### config.mk
export PLATFORM = sky130hd
export DESIGN_NAME = ifetch_prefetch_flat
export DESIGN_NICKNAME = d
export VERILOG_FILES = /design/src/rtl/ifetch_prefetch_pkg.sv /design/src/rtl/ifetch_prefetch_if.sv /design/src/rtl/ifetch_queue.sv /design/src/rtl/ifetch_prefetch.sv /design/src/flat_wrapper.sv
export SDC_FILE = /design/constraint.sdc
export NUM_CORES = 1
export LEC_CHECK = 0
export ABC_AREA = 1
export CAP_MARGIN = 20
export CORE_MARGIN = 1.5
export CORE_UTILIZATION = 35
export CTS_CLUSTER_SIZE = 24
export DETAILED_ROUTE_END_ITERATION = 16
export PLACE_DENSITY = 0.62
export SYNTH_ARGS = -nofsm -noshare
export SYNTH_HDL_FRONTEND = slang
export SYNTH_SLANG_ARGS = --single-unit
### constraint.sdc
create_clock -name clock -period 5.3 [get_ports clock]
set_input_delay 1.06 -clock clock [delete_from_list [all_inputs] [get_ports clock]]
set_output_delay 1.06 -clock clock [all_outputs]
set_load 0.05 [all_outputs]
### src/rtl/ifetch_prefetch_pkg.sv
// ifetch_prefetch_pkg
//   Constants shared by the instruction prefetcher, its queue and its bus
//   interface.
//   RESET_PC_DEFAULT : default first fetch address after reset
//   INSTR_W          : instruction word width in bits
//   INSTR_BYTES      : instruction width in bytes (the sequential PC step)
package ifetch_prefetch_pkg;

  localparam int unsigned INSTR_W          = 32;
  localparam int unsigned INSTR_BYTES      = INSTR_W / 8;
  localparam logic [31:0] RESET_PC_DEFAULT = 32'h0000_0000;

endpackage

### src/rtl/ifetch_prefetch_if.sv
// ifetch_prefetch_if
//   Bundles the ROM read bus, the redirect request and the instruction
//   stream handshake of the prefetcher.
//   master : the prefetcher (drives ROM address/read and the instruction head)
//   slave  : its surroundings (ROM data, redirect, consumer ready)
interface ifetch_prefetch_if #(
  parameter int ADDR_W = 32,
  parameter int ROM_AW = 14
);
  import ifetch_prefetch_pkg::*;

  logic                rom_rd_o;
  logic [ROM_AW-1:0]   rom_adr_o;
  logic [INSTR_W-1:0]  rom_data_i;
  logic                redirect_i;
  logic [ADDR_W-1:0]   redirect_pc_i;
  logic                instr_valid_o;
  logic                instr_ready_i;
  logic [INSTR_W-1:0]  instr_o;
  logic [ADDR_W-1:0]   pc_o;
  logic [ADDR_W-1:0]   pc_plus4_o;

  modport master (
    output rom_rd_o, rom_adr_o, instr_valid_o, instr_o, pc_o, pc_plus4_o,
    input  rom_data_i, redirect_i, redirect_pc_i, instr_ready_i
  );

  modport slave (
    input  rom_rd_o, rom_adr_o, instr_valid_o, instr_o, pc_o, pc_plus4_o,
    output rom_data_i, redirect_i, redirect_pc_i, instr_ready_i
  );

endinterface

### src/rtl/ifetch_queue.sv
// ifetch_queue
//   Small FIFO holding fetched {instruction, pc} entries.
//   clock, reset : rising-edge clock, asynchronous active-high reset
//   i_push       : write i_wdata at the tail (caller never pushes when full
//                  without a simultaneous pop)
//   i_pop        : drop the head (ignored when empty)
//   i_flush      : empty the queue; overrides push and pop
//   o_rdata      : head entry, zero when empty
//   o_full, o_empty, o_count : occupancy status
module ifetch_queue #(
  parameter int DEPTH = 4,
  parameter int W     = 64
) (
  input  logic                       clock,
  input  logic                       reset,
  input  logic                       i_push,
  input  logic                       i_pop,
  input  logic                       i_flush,
  input  logic [W-1:0]               i_wdata,
  output logic [W-1:0]               o_rdata,
  output logic                       o_full,
  output logic                       o_empty,
  output logic [$clog2(DEPTH+1)-1:0] o_count
);

  localparam int PW = $clog2(DEPTH);
  localparam int CW = $clog2(DEPTH+1);

  logic [W-1:0]  r_mem [DEPTH];
  logic [PW-1:0] r_wptr;
  logic [PW-1:0] r_rptr;
  logic [CW-1:0] r_count;
  logic          w_pop;

  assign w_pop   = i_pop & ~o_empty;
  assign o_empty = (r_count == '0);
  assign o_full  = (r_count == CW'(DEPTH));
  assign o_count = r_count;
  assign o_rdata = o_empty ? '0 : r_mem[r_rptr];

  // DEPTH is a power of two, so plain increments wrap the pointers.
  always_ff @(posedge clock or posedge reset) begin
    if (reset) begin
      r_wptr  <= '0;
      r_rptr  <= '0;
      r_count <= '0;
    end else if (i_flush) begin
      r_wptr  <= '0;
      r_rptr  <= '0;
      r_count <= '0;
    end else begin
      if (i_push) r_wptr <= r_wptr + PW'(1);
      if (w_pop)  r_rptr <= r_rptr + PW'(1);
      case ({i_push, w_pop})
        2'b10:   r_count <= r_count + CW'(1);
        2'b01:   r_count <= r_count - CW'(1);
        default: r_count <= r_count;
      endcase
    end
  end

  // NOTE: storage has no reset; stale contents are never visible because the
  // head is masked to zero whenever the queue is empty.
  always_ff @(posedge clock) begin
    if (i_push) r_mem[r_wptr] <= i_wdata;
  end

endmodule

### src/rtl/ifetch_prefetch.sv
// ifetch_prefetch
//   Instruction prefetcher: issues sequential ROM reads, queues the returned
//   words with their PCs and presents them over a valid/ready handshake.
//   A redirect flushes the queue, drops any in-flight response and restarts
//   fetching at the target.
//   clock : system clock, rising edge
//   reset : asynchronous, active-high
//   bus   : ifetch_prefetch_if.master (ROM bus, redirect, instruction stream)
module ifetch_prefetch
  import ifetch_prefetch_pkg::*;
#(
  parameter int                ADDR_W   = 32,
  parameter int                ROM_AW   = 14,
  parameter int                DEPTH    = 4,
  parameter logic [ADDR_W-1:0] RESET_PC = ADDR_W'(RESET_PC_DEFAULT)
) (
  input  logic               clock,
  input  logic               reset,
  ifetch_prefetch_if.master  bus
);

  localparam int CW = $clog2(DEPTH+1);
  localparam int EW = INSTR_W + ADDR_W;

  logic [ADDR_W-1:0] r_fetch_pc;
  logic [ADDR_W-1:0] r_inflight_pc;
  logic              r_inflight;

  logic              w_deq;
  logic              w_issue;
  logic              w_push;
  logic              w_empty;
  logic              w_full;
  logic [CW-1:0]     w_count;
  logic [CW:0]       w_occ;
  logic [EW-1:0]     w_head;
  logic              w_unused;

  assign w_unused = &{1'b0, bus.redirect_pc_i[1:0]};

  assign bus.instr_valid_o = ~w_empty;
  assign w_deq = bus.instr_valid_o & bus.instr_ready_i;

  // Slots committed after this edge: queued entries, minus the one leaving,
  // plus the response already on its way. Issue only if one stays free.
  assign w_occ   = {1'b0, w_count} - (CW+1)'(w_deq) + (CW+1)'(r_inflight);
  assign w_issue = ~reset & ~bus.redirect_i & (w_occ < (CW+1)'(DEPTH));

  // A response landing in a redirect cycle belongs to the old path.
  assign w_push = r_inflight & ~bus.redirect_i & (~w_full | w_deq);

  assign bus.rom_rd_o  = w_issue;
  assign bus.rom_adr_o = r_fetch_pc[ROM_AW+1:2];

  // NOTE: non-blocking assignments so every register samples pre-edge values
  // and the update order inside the block does not matter.
  always_ff @(posedge clock or posedge reset) begin
    if (reset) begin
      r_fetch_pc    <= RESET_PC;
      r_inflight    <= 1'b0;
      r_inflight_pc <= '0;
    end else begin
      r_inflight <= w_issue;
      if (w_issue) r_inflight_pc <= r_fetch_pc;
      if (bus.redirect_i)
        r_fetch_pc <= {bus.redirect_pc_i[ADDR_W-1:2], 2'b00};
      else if (w_issue)
        r_fetch_pc <= r_fetch_pc + ADDR_W'(INSTR_BYTES);
    end
  end

  ifetch_queue #(
    .DEPTH (DEPTH),
    .W     (EW)
  ) u_queue (
    .clock   (clock),
    .reset   (reset),
    .i_push  (w_push),
    .i_pop   (w_deq),
    .i_flush (bus.redirect_i),
    .i_wdata ({bus.rom_data_i, r_inflight_pc}),
    .o_rdata (w_head),
    .o_full  (w_full),
    .o_empty (w_empty),
    .o_count (w_count)
  );

  assign bus.instr_o    = w_head[EW-1:ADDR_W];
  assign bus.pc_o       = w_head[ADDR_W-1:0];
  assign bus.pc_plus4_o = w_empty ? '0 : w_head[ADDR_W-1:0] + ADDR_W'(INSTR_BYTES);

endmodule

### src/flat_wrapper.sv
// flat-port wrapper written by rule: the top's interface ports become plain ports
module ifetch_prefetch_flat import ifetch_prefetch_pkg::*;
#(
  parameter int                ADDR_W   = 32,
  parameter int                ROM_AW   = 14,
  parameter int                DEPTH    = 4,
  parameter logic [ADDR_W-1:0] RESET_PC = ADDR_W'(RESET_PC_DEFAULT)
)
  (clock, reset, bus_rom_rd_o, bus_rom_adr_o, bus_instr_valid_o, bus_instr_o, bus_pc_o, bus_pc_plus4_o, bus_rom_data_i, bus_redirect_i, bus_redirect_pc_i, bus_instr_ready_i);
  ifetch_prefetch_if #(.ADDR_W(ADDR_W), .ROM_AW(ROM_AW)) bus_i ();
  input  logic clock;
  input  logic reset;
  output wire logic [$bits(bus_i.rom_rd_o)-1:0] bus_rom_rd_o;
  output wire logic [$bits(bus_i.rom_adr_o)-1:0] bus_rom_adr_o;
  output wire logic [$bits(bus_i.instr_valid_o)-1:0] bus_instr_valid_o;
  output wire logic [$bits(bus_i.instr_o)-1:0] bus_instr_o;
  output wire logic [$bits(bus_i.pc_o)-1:0] bus_pc_o;
  output wire logic [$bits(bus_i.pc_plus4_o)-1:0] bus_pc_plus4_o;
  input wire logic [$bits(bus_i.rom_data_i)-1:0] bus_rom_data_i;
  input wire logic [$bits(bus_i.redirect_i)-1:0] bus_redirect_i;
  input wire logic [$bits(bus_i.redirect_pc_i)-1:0] bus_redirect_pc_i;
  input wire logic [$bits(bus_i.instr_ready_i)-1:0] bus_instr_ready_i;
  assign bus_rom_rd_o = bus_i.rom_rd_o;
  assign bus_rom_adr_o = bus_i.rom_adr_o;
  assign bus_instr_valid_o = bus_i.instr_valid_o;
  assign bus_instr_o = bus_i.instr_o;
  assign bus_pc_o = bus_i.pc_o;
  assign bus_pc_plus4_o = bus_i.pc_plus4_o;
  assign bus_i.rom_data_i = bus_rom_data_i;
  assign bus_i.redirect_i = bus_redirect_i;
  assign bus_i.redirect_pc_i = bus_redirect_pc_i;
  assign bus_i.instr_ready_i = bus_instr_ready_i;
  ifetch_prefetch #(.ADDR_W(ADDR_W), .ROM_AW(ROM_AW), .DEPTH(DEPTH), .RESET_PC(RESET_PC)) u_core (.clock(clock), .reset(reset), .bus(bus_i));
endmodule
==> metrics.txt, run 1 <==
synthesized area per cell ~9.6 sq um; Synth top area share 0.5019; maximum level of the CTS H-tree 2; fmax 210.8 MHz; Synth Cell Area 14,840 sq um; drt wl/cell 17.01 um; Initial Utilization 0.3546; Floorplan Core Area ~42,000 sq um; clk_skew ~0.019 ns; sequential cell area fraction in the yosys report 0.6165; total of max-cap violations 0; layout cells sized above 1 0.09308; ys flop type edfxtp_1; RSZ-0062 raised after global routing false; post-route ant nets 0; outcome completed; hold_buf cts 0; Crit Path Class reg2out; Longest Clk Path Bufs 3; die area 43,640 sq um; post-CTS sizing 0; Critical Path Slowest Stage Cell clkdlybuf4s50_1; CTS Buf Count 35; worst vdd ir between 0.0002 and 0.0003 V; I/O pin cnt 180; #FFs+latches synth 316; chip height 208.9 um; GRT Residual Overflow 0; Finish-stage setup viols 0; critical path cell sequence inv_2 -> buf_4 -> nand3_1 -> nand2_1 -> nor2_2 -> nand2_1 -> inv_2 -> nand2_4 -> nor2_4 -> xnor2_1 -> inv_1 -> clkdlybuf4s50_1; busiest grt layer met2; CP Max Fanout 31; largest net degree at the start of global routing 128; P&R area growth vs syn 22.58%; Tmin final between 4 and 5 ns; DRC viols 0; fin nets 1,773; commonest non-fill, non-tap cells in the layout 390 x nand2_1, 248 x edfxtp_1, 216 x nor2_1, 146 x clkdlybuf4s50_1, 131 x inv_1; Reg clk slew, reported paths 0.06 ns; synth unique cells 39; clock latency on the worst-skew pair 0.52 ns; Post-synth ARST share 0.2152; CTS tree yes; Post-CTS Setup Inserts 0; Post-synth EDFFs 248; filler instances 4,010; final instance area around 18,000 sq um; Final Power 11.41 mW; Row Count 75; global-route wire length before repair 60,150 um; antenna violations before repair 0; clk sinks between 300 and 400; area of the multi-input gates between 4000 and 5000 sq um; total wire length 38,400 um; Post-Syn Instances 1,544; GRT Overall Usage 0.1768; post-DR vias/cell 4.868; First DRT Iteration DRCs 795; # diodes 0; GP Congestion 0.8762; CP Launch Type register; Final Hold Fails 0; Post-DP Area around 17,000 sq um; worst slew pin tran 1.033 ns; vias ~11,000; dominant cell type by area after synthesis edfxtp_1; number of global-route vias before repair 10,620; Arrival @ worst endpoint 3.68 ns; GR Util met3 0.02780; Crit path required time approximately 4.2 ns; Final Max Tran Viols 0; die width 208.9 um; drt first pass iters 5; min-delay worst type reg2reg; reg-to-reg setup timing slack about 1.7 ns; post-route clock period utilization 0.8949; static leakage power 7.202 nW; commonest non-fill, non-tap cell in the layout nand2_1; yosys warns 0; met2 Use GR 0.2834; Layout Utilization 0.4346; power density cells 627.4 nW/um^2; hold_ws 0.5058 ns; CP max stage delay 0.83 ns; Root Buffer clkbuf_16; critical path endpoint category primary output; Slew HR 0.3115; port bufs 173; Storage cell area just over 9000 sq um; hpwl dp between 20,000 and 30,000 um; TNS Setup 0 ns; largest cells by area after synthesis edfxtp_1 50%, dfrtp_1 11%, nand2_1 9.9%; grt met1 use 0.2486
[kinds of logic after synthesis]
kind of cell    after synthesis  synth area share
fa+ha+maj                    10          0.008938
simple gates                806            0.2302
compound gates              168           0.06063
other cells                   1         0.0002527
flops                       316            0.6165
buf+inv                     220           0.06990
xor+xnor                     23           0.01358
[critical path, delay by kind of cell (launching register included)]
kind	cells	cell delay [ns]
XOR/XNOR	1	0.12
AND/OR/NAND/NOR	6	0.62
flip-flops	1	0.50
buffers and inverters	5	1.90
[sequential cells by signal (all words and copies together) (netlist names)]
| register | count |
|---|---|
| u_core.r_fetch_pc | 30 |
| u_core.r_inflight | 1 |
| u_core.r_inflight_pc | 30 |
| u_core.u_queue.o_count | 3 |
| u_core.u_queue.r_mem | 248 |
| u_core.u_queue.r_rptr | 2 |
| u_core.u_queue.r_wptr | 2 |
[cells in the mapped netlist, types with 12 or more instances]
cell type and n:
nand3_1 119, nand2_1 390, nand4_1 12, buf_2 16, nor3_1 14, nor2_1 220
o211ai_1 18, nand3_2 12, o21ai_0 104, a21oi_1 39, dfrtp_1 68, xor2_1 21
inv_1 133, clkbuf_1 22, nor2_2 23, buf_4 26, edfxtp_1 248
[power breakdown]
| part | total [mW] | internal [mW] | leakage (nW) | switching (mW) |
|---|---|---|---|---|
| Sequential | 3.41 | 3.10 | 3.10 | 0.310 |
| Clock | 2.44 | 1.48 | 0.561 | 0.960 |
| Combinational | 5.57 | 1.63 | 3.55 | 3.94 |
[final cells by class]
class                   instances  share of cell area
inverters                     138             0.02855
clock buffers                  46             0.05503
flip-flops and latches        316              0.5032
clock inverters                15            0.008667
multi-input cells            1011              0.2581
repair buffers                193              0.1094
well taps                     539             0.03708
[stage by stage]
stage	std cells	setup slack, ns
final	2258	0.5569
after global routing	2258	0.1712
after CTS	2258	0.5135
after detailed placement	2197	1.084
after global placement	2197	1.108
after floorplan	1547	0.3497
[path summary, 6_finish.rpt]
path                                            from                        end  depth (start not counted)
setup / recovery            u_core.u_queue.r_rptr[1]          bus_pc_plus4_o[9]                         12
hold / removal             u_core.u_queue.o_count[2]  u_core.u_queue.o_count[2]                          1
setup reg to reg           u_core.u_queue.o_count[0]      u_core.r_fetch_pc[11]                         16
hold reg to reg            u_core.u_queue.o_count[2]  u_core.u_queue.o_count[2]                          1
max in group asynchronous                      reset   u_core.u_queue.r_rptr[0]                          3
min in group asynchronous                      reset    u_core.r_inflight_pc[4]                          3
[layer usage]
layer	up-vias	wire, um
met3	50	2197
met5	-	0
met2	330	17840
li1	5399	-
met1	5214	17570
met4	0	791
Power figures use the tool's default switching activity.
==> run 2, diff against run 1 <==
- SYNTH_HIERARCHICAL: unset -> 1
==> metrics.txt, run 2 <==
vias 11,310 (was 10,990); ys flop type edfxtp_1 (unchanged); worst vdd ir 0.0001915 V (was 0.0002853 V); P&R area growth vs syn 24.79% (was 22.58%); Floorplan Core Area 42,130 sq um (was 41,850 sq um); post-DR vias/cell 4.932 (was 4.868); drt first pass iters 5 (unchanged); max FFs per register 256 (was 248); Synth top area share 0.5119 (was 0.5019); global-route wire length before repair 62,450 um (was 60,150 um); Crit Path Class reg2out (unchanged); power density cells 341.4 nW/um^2 (was 627.4 nW/um^2); maximum level of the CTS H-tree 2 (unchanged); layout cells sized above 1 0.09122 (was 0.09308); Final Hold Fails 0 (unchanged); dominant cell type by area after synthesis edfxtp_1 (unchanged); Finish-stage setup viols 0 (unchanged); total of max-cap violations 0 (unchanged); total wire length 40,190 um (was 38,400 um); # diodes 0 (unchanged); area of the multi-input gates 4761 sq um (was 4695 sq um); GRT Overall Usage 0.1827 (was 0.1768); synthesized area per cell 9.595 sq um (was 9.611 sq um); Initial Utilization 0.3564 (was 0.3546); Longest Clk Path Bufs 3 (unchanged); clk sinks 324 (was 316); Post-synth ARST share 0.2099 (was 0.2152); Final Max Tran Viols 0 (unchanged); post-CTS sizing 0 (unchanged); First DRT Iteration DRCs 774 (was 795); Storage cell area 9394 sq um (was 9154 sq um); Worst Setup Slack post-DPL 0.9158 ns (was 1.084 ns); PnR worst setup slack 0.3579 ns (was 0.5569 ns); Post-Syn Instances 1,565 (was 1,544); port bufs 177 (was 173); reg-to-reg setup timing slack 1.50 ns (was 1.72 ns); chip height 210.1 um (was 208.9 um); CTS Buf Count 37 (was 35); die width 210.1 um (was 208.9 um); Root Buffer clkbuf_16 (unchanged); Largest Register u_core/u_queue/r_mem (was u_core.u_queue.r_mem); CP Max Fanout 25 (was 31); die area 44,160 sq um (was 43,640 sq um); fin nets 1,807 (was 1,773); commonest non-fill, non-tap cells in the layout 365 x nor2_1, 286 x nand2_1, 256 x edfxtp_1, 172 x o21ai_0, 134 x clkdlybuf4s50_1 (was 390 x nand2_1, 248 x edfxtp_1, 216 x nor2_1, 146 x clkdlybuf4s50_1, 131 x inv_1); filler instances 4,015 (was 4,010); hold endpoint u_core/u_queue/r_mem[3][19] (was u_core.u_queue.o_count[2]); synth unique cells 38 (was 39); I/O pin cnt 180 (unchanged); post-route clock period utilization 0.9325 (was 0.8949); CP Launch Type register (unchanged); outcome completed (unchanged); sequential cell area fraction in the yosys report 0.6252 (was 0.6165); hpwl dp 26,850 um (was 25,120 um); Worst R2R Path Depth 17 (was 16); static leakage power 6.963 nW (was 7.202 nW); Crit path required time 4.24 ns (about the same); Row Count 75 (unchanged); Layout Utilization 0.4448 (was 0.4346); Post-CTS Setup Inserts 0 (unchanged); worst slew pin tran 0.8032 ns (was 1.033 ns); r2r startpoint u_core/u_queue/o_count[1] (was u_core.u_queue.o_count[0]); GP Congestion 0.9134 (was 0.8762); CTS tree yes (unchanged); clk_skew 0.01222 ns (was 0.01883 ns); min-delay worst type reg2reg (unchanged); final instance area 18,740 sq um (was 18,190 sq um); Hold Path Origin u_core/r_inflight_pc[19] (was u_core.u_queue.o_count[2]); commonest non-fill, non-tap cell in the layout nor2_1 (was nand2_1); hold_ws 0.5083 ns (was 0.5058 ns); Reg clk slew, reported paths 0.06 ns (about the same); Synth Cell Area 15,020 sq um (was 14,840 sq um); fmax 202.3 MHz (was 210.8 MHz); hold_buf cts 0 (unchanged); RSZ-0062 raised after global routing false (unchanged); DRC viols 0 (unchanged); yosys warns 6 (was 0); critical path endpoint category primary output (unchanged); Post-synth EDFFs 256 (was 248); drt wl/cell 17.53 um (was 17.01 um); leading registers by flop count u_core/u_queue/r_mem x256, u_core/r_fetch_pc x30, u_core/r_inflight_pc x30 (was u_core.u_queue.r_mem x248, u_core.r_fetch_pc x30, u_core.r_inflight_pc x30); clock latency on the worst-skew pair 0.53 ns (was 0.52 ns); Post-synth top cells 365 x nor2_1, 286 x nand2_1, 256 x edfxtp_1 (was 390 x nand2_1, 248 x edfxtp_1, 220 x nor2_1); capturing point of the worst reg2reg path u_core/r_fetch_pc[6] (was u_core.r_fetch_pc[11]); Tmin final 4.942 ns (was 4.743 ns); Slew HR 0.4637 (was 0.3115); GRT Residual Overflow 0 (unchanged); most numerous cell in the Yosys netlist nor2_1 (was nand2_1); Arrival @ worst endpoint 3.88 ns (was 3.68 ns); number of global-route vias before repair 11,010 (was 10,620); largest cells by area after synthesis edfxtp_1 51%, dfrtp_1 11%, nor2_1 9.1% (was edfxtp_1 50%, dfrtp_1 11%, nand2_1 9.9%); hold path cells 0 (was 1); largest net degree at the start of global routing 129 (was 128); #FFs+latches synth 324 (was 316); antenna violations before repair 0 (unchanged); Post-DP Area 17,460 sq um (was 17,030 sq um); post-route ant nets 0 (unchanged); TNS Setup 0 ns (unchanged)
==> run 2: cell types whose count changed in the layout (fill, tap and decap cells not counted), sizes merged, moves of 41 or more <==
cell   previous run  this run
nor2            244       371
nand2           400       294
a21oi            39        80
o21ai           106       183
nand3           131        77
inv             136        94
==> run 2: cells by family after synthesis <==
kind of cell	after synthesis	synth area share
AOI/OAI and AO/OA	270	0.09140
xor gates and xnor gates	13	0.007582
adders and majority gates	10	0.008832
buffers and inverters	180	0.05949
DFF	324	0.6252
muxes	1	0.0007498
other	1	0.0002497
and+or+nand+nor	766	0.2065
==> run 2: final cells by class <==
| type | count | share of cell area |
|---|---|---|
| Clock buffer | 44 | 0.05301 |
| Clock inverter | 20 | 0.01516 |
| Inverter | 94 | 0.01883 |
| Multi-Input combinational cell | 1068 | 0.2541 |
| Sequential cell | 324 | 0.5013 |
| Tap cell | 539 | 0.03599 |
| Timing Repair Buffer | 204 | 0.1217 |
==> run 2: where the power goes <==
part           internal [mW]  leakage (nW)  switching, mW
registers               2.92          3.18          0.144
clock network           1.64         0.615           1.02
logic                  0.222          3.16          0.449
total                   4.78          6.96           1.62
==> run 2: worst max-delay path: stages (launching register included) <==
cell and delay [ns]:
dfrtp_1 0.46, nor2_1 0.13, nand2_1 0.10, inv_2 0.46, inv_1 0.44, nand2_1 0.18, inv_1 0.09, ha_1 0.19
inv_1 0.05, ha_1 0.23, nand3_1 0.11, nand3b_1 0.09, nand2_1 0.11, nand2_1 0.05, nor2_1 0.44, buf_12 0.21
==> run 2: layer usage <==
metal,GRT usage,part of all wire
met5,0,0
met4,0.04589,0.017
met2,0.3013,0.47
met1,0.2508,0.44
met3,0.03099,0.068
==> run 2: metrics by stage <==
step	total power [mW]	std cells
floorplan	3.510	1572
global placement	3.771	2229
detailed placement	3.790	2229
CTS	6.462	2293
global route	6.654	2293
finish	6.397	2293
==> run 2: how the worst max path moves through the flow <==
| stage | start | to |
|---|---|---|
| floorplan | u_core/u_queue/r_rptr[0] | bus_pc_plus4_o[10] |
| global placement | u_core/u_queue/o_count[1] | bus_rom_rd_o |
| detailed placement | u_core/u_queue/o_count[1] | bus_rom_rd_o |
| CTS | u_core/u_queue/o_count[1] | bus_rom_rd_o |
| global route | u_core/u_queue/o_count[1] | bus_rom_rd_o |
| finish | u_core/u_queue/o_count[1] | bus_rom_rd_o |
==> run 3, diff against run 2 <==
- CORE_UTILIZATION: 35 -> 53
- PLACE_DENSITY: 0.62 -> 0.74
- REMOVE_ABC_BUFFERS: unset -> 1
==> metrics.txt, run 3 (synthesized netlist as in run 2, its figures left out) <==
Floorplan Core Area 27,860 sq um (was 42,130 sq um); vias 11,260 (was 11,310); chip height 171.3 um (was 210.1 um); CTS Buf Count 34 (was 37); global-route wire length before repair 56,570 um (was 62,450 um); CP max stage delay 0.91 ns (was 0.46 ns); Reg clk slew, reported paths 0.06 ns (about the same); worst slew pin tran 0.8055 ns (was 0.8032 ns); I/O pin cnt 180 (unchanged); critical path endpoint category primary output (unchanged); static leakage power 6.862 nW (was 6.963 nW); Initial Utilization 0.5391 (was 0.3564); commonest non-fill, non-tap cells in the layout 365 x nor2_1, 286 x nand2_1, 256 x edfxtp_1, 172 x o21ai_0, 147 x clkdlybuf4s50_1 (was 365 x nor2_1, 286 x nand2_1, 256 x edfxtp_1, 172 x o21ai_0, 134 x clkdlybuf4s50_1); port bufs 177 (unchanged); First DRT Iteration DRCs 909 (was 774); Final Hold Fails 0 (unchanged); P&R area growth vs syn 22.58% (was 24.79%); min-delay worst type reg2reg (unchanged); post-route clock period utilization 0.9331 (was 0.9325); Root Buffer clkbuf_16 (unchanged); worst vdd ir 0.0002012 V (was 0.0001915 V); Row Count 61 (was 75); GRT Residual Overflow 0 (unchanged); fmax 202.2 MHz (was 202.3 MHz); GP Congestion 0.9049 (was 0.9134); Tmin final 4.946 ns (was 4.942 ns); post-route ant nets 0 (unchanged); hold_buf cts 0 (unchanged); fin nets 1,803 (was 1,807); outcome completed (unchanged); clock latency on the worst-skew pair 0.51 ns (was 0.53 ns); Post-DP Area 17,260 sq um (was 17,460 sq um); # diodes 0 (unchanged); clk sinks 324 (unchanged); power density cells 333.6 nW/um^2 (was 341.4 nW/um^2); hpwl dp 23,690 um (was 26,850 um); Largest Register u_core/u_queue/r_mem (unchanged); number of global-route vias before repair 10,590 (was 11,010); Critical Path Slowest Stage Cell clkdlybuf4s50_1 (was dfrtp_1); Final Max Tran Viols 0 (unchanged); total wire length 37,010 um (was 40,190 um); Crit path required time 4.24 ns (about the same); filler instances 2,148 (was 4,015); post-DR vias/cell 5.291 (was 4.932); Post-CTS Setup Inserts 0 (unchanged); DRC viols 0 (unchanged); largest net degree at the start of global routing 129 (unchanged); post-CTS sizing 0 (unchanged); total of max-cap violations 0 (unchanged); Arrival @ worst endpoint 3.89 ns (was 3.88 ns); critical path cell sequence inv_2 -> buf_4 -> buf_4 -> o21ai_0 -> a21oi_1 -> clkdlybuf4s50_1 (was nor2_1 -> nand2_1 -> inv_2 -> inv_1 -> nand2_1 -> inv_1 -> ha_1 -> inv_1 -> ha_1 -> nand3_1 -> nand3b_1 -> nand2_1 -> nand2_1 -> nor2_1 -> buf_12); GRT Overall Usage 0.2524 (was 0.1827); antenna violations before repair 0 (unchanged); leading registers by flop count u_core/u_queue/r_mem x256, u_core/r_fetch_pc x30, u_core/r_inflight_pc x30 (unchanged); max FFs per register 256 (unchanged); CP Launch Type register (unchanged); drt wl/cell 17.39 um (was 17.53 um); clk_skew 0.01049 ns (was 0.01222 ns); CTS tree yes (unchanged); RSZ-0062 raised after global routing false (unchanged); final instance area 18,410 sq um (was 18,740 sq um); Slew HR 0.4630 (was 0.4637); Longest Clk Path Bufs 3 (unchanged); Finish-stage setup viols 0 (unchanged); commonest non-fill, non-tap cell in the layout nor2_1 (unchanged); drt first pass iters 7 (was 5); die width 171.3 um (was 210.1 um); layout cells sized above 1 0.07829 (was 0.09122); crit-path most repeated cell buf_4 (was nand2_1); die area 29,350 sq um (was 44,160 sq um); Final Power 6.141 mW (was 6.397 mW); CP Max Fanout 54 (was 25); maximum level of the CTS H-tree 2 (unchanged); Crit Path Class reg2out (unchanged)
-- run 3: area by class of cell --
class	instances	area (sq um)	area share
Inverter	94	352.8	0.01917
Sequential cell	324	9394	0.5103
Multi-Input combinational cell	1068	4761	0.2586
Clock buffer	45	965.9	0.05247
Timing Repair Buffer	203	2280	0.1238
Tap cell	378	473.0	0.02569
Clock inverter	16	181.4	0.009856
-- run 3: per-stage QoR --
| stage | setup slack, ns | setup TNS [ns] | utilization | cells | hold slack, ns |
|---|---|---|---|---|---|
| finish | 0.3543 | 0 | 0.6608 | 2128 | 0.5214 |
| global route | 0.1007 | 0 | 0.6608 | 2128 | 0.5449 |
| CTS | 0.3187 | 0 | 0.6608 | 2128 | 0.5168 |
| detailed placement | 0.8887 | 0 | 0.6196 | 2067 | 0.5020 |
| global placement | 0.9230 | 0 | 0.6196 | 2067 | 0.4948 |
| floorplan | -1.959 | -44.87 | - | 1486 | 0.4763 |
-- run 3: power breakdown --
| group | internal (mW) | switching (mW) |
|---|---|---|
| sequential | 2.92 | 0.142 |
| clock | 1.48 | 0.938 |
| combinational | 0.223 | 0.439 |
| total | 4.62 | 1.52 |
-- run 3: final timing paths --
kind | start | endpoint | slack (ns) | depth (start not counted)
max | u_core/u_queue/r_rptr[0] | bus_pc_o[30] | 0.35 | 6
max reg2reg | u_core/u_queue/o_count[1] | u_core/r_inflight_pc[30] | 1.85 | 16
min | u_core/r_inflight_pc[20] | u_core/u_queue/r_mem[0][20] | 0.52 | 0
min reg2reg | u_core/r_inflight_pc[20] | u_core/u_queue/r_mem[0][20] | 0.52 | 0
min in group asynchronous | reset | u_core/u_queue/o_count[2] | 0.90 | 2
max in group asynchronous | reset | u_core/r_fetch_pc[3] | 3.57 | 3
-- run 3: layer usage --
metal  track usage  vias to the layer above  wire (um)
met5             0                        -          0
met4       0.09878                        0       1252
met3       0.04349                       72       2468
met2        0.4309                      411      18040
met1        0.3219                     5238      15260
li1              -                     5539          -
-- run 3: worst max-delay path, delay by kind of cell (launching register included) --
kind	cells	cell delay (ns)
buf+inv	4	2.36
compound gates	2	0.50
flops	1	0.49
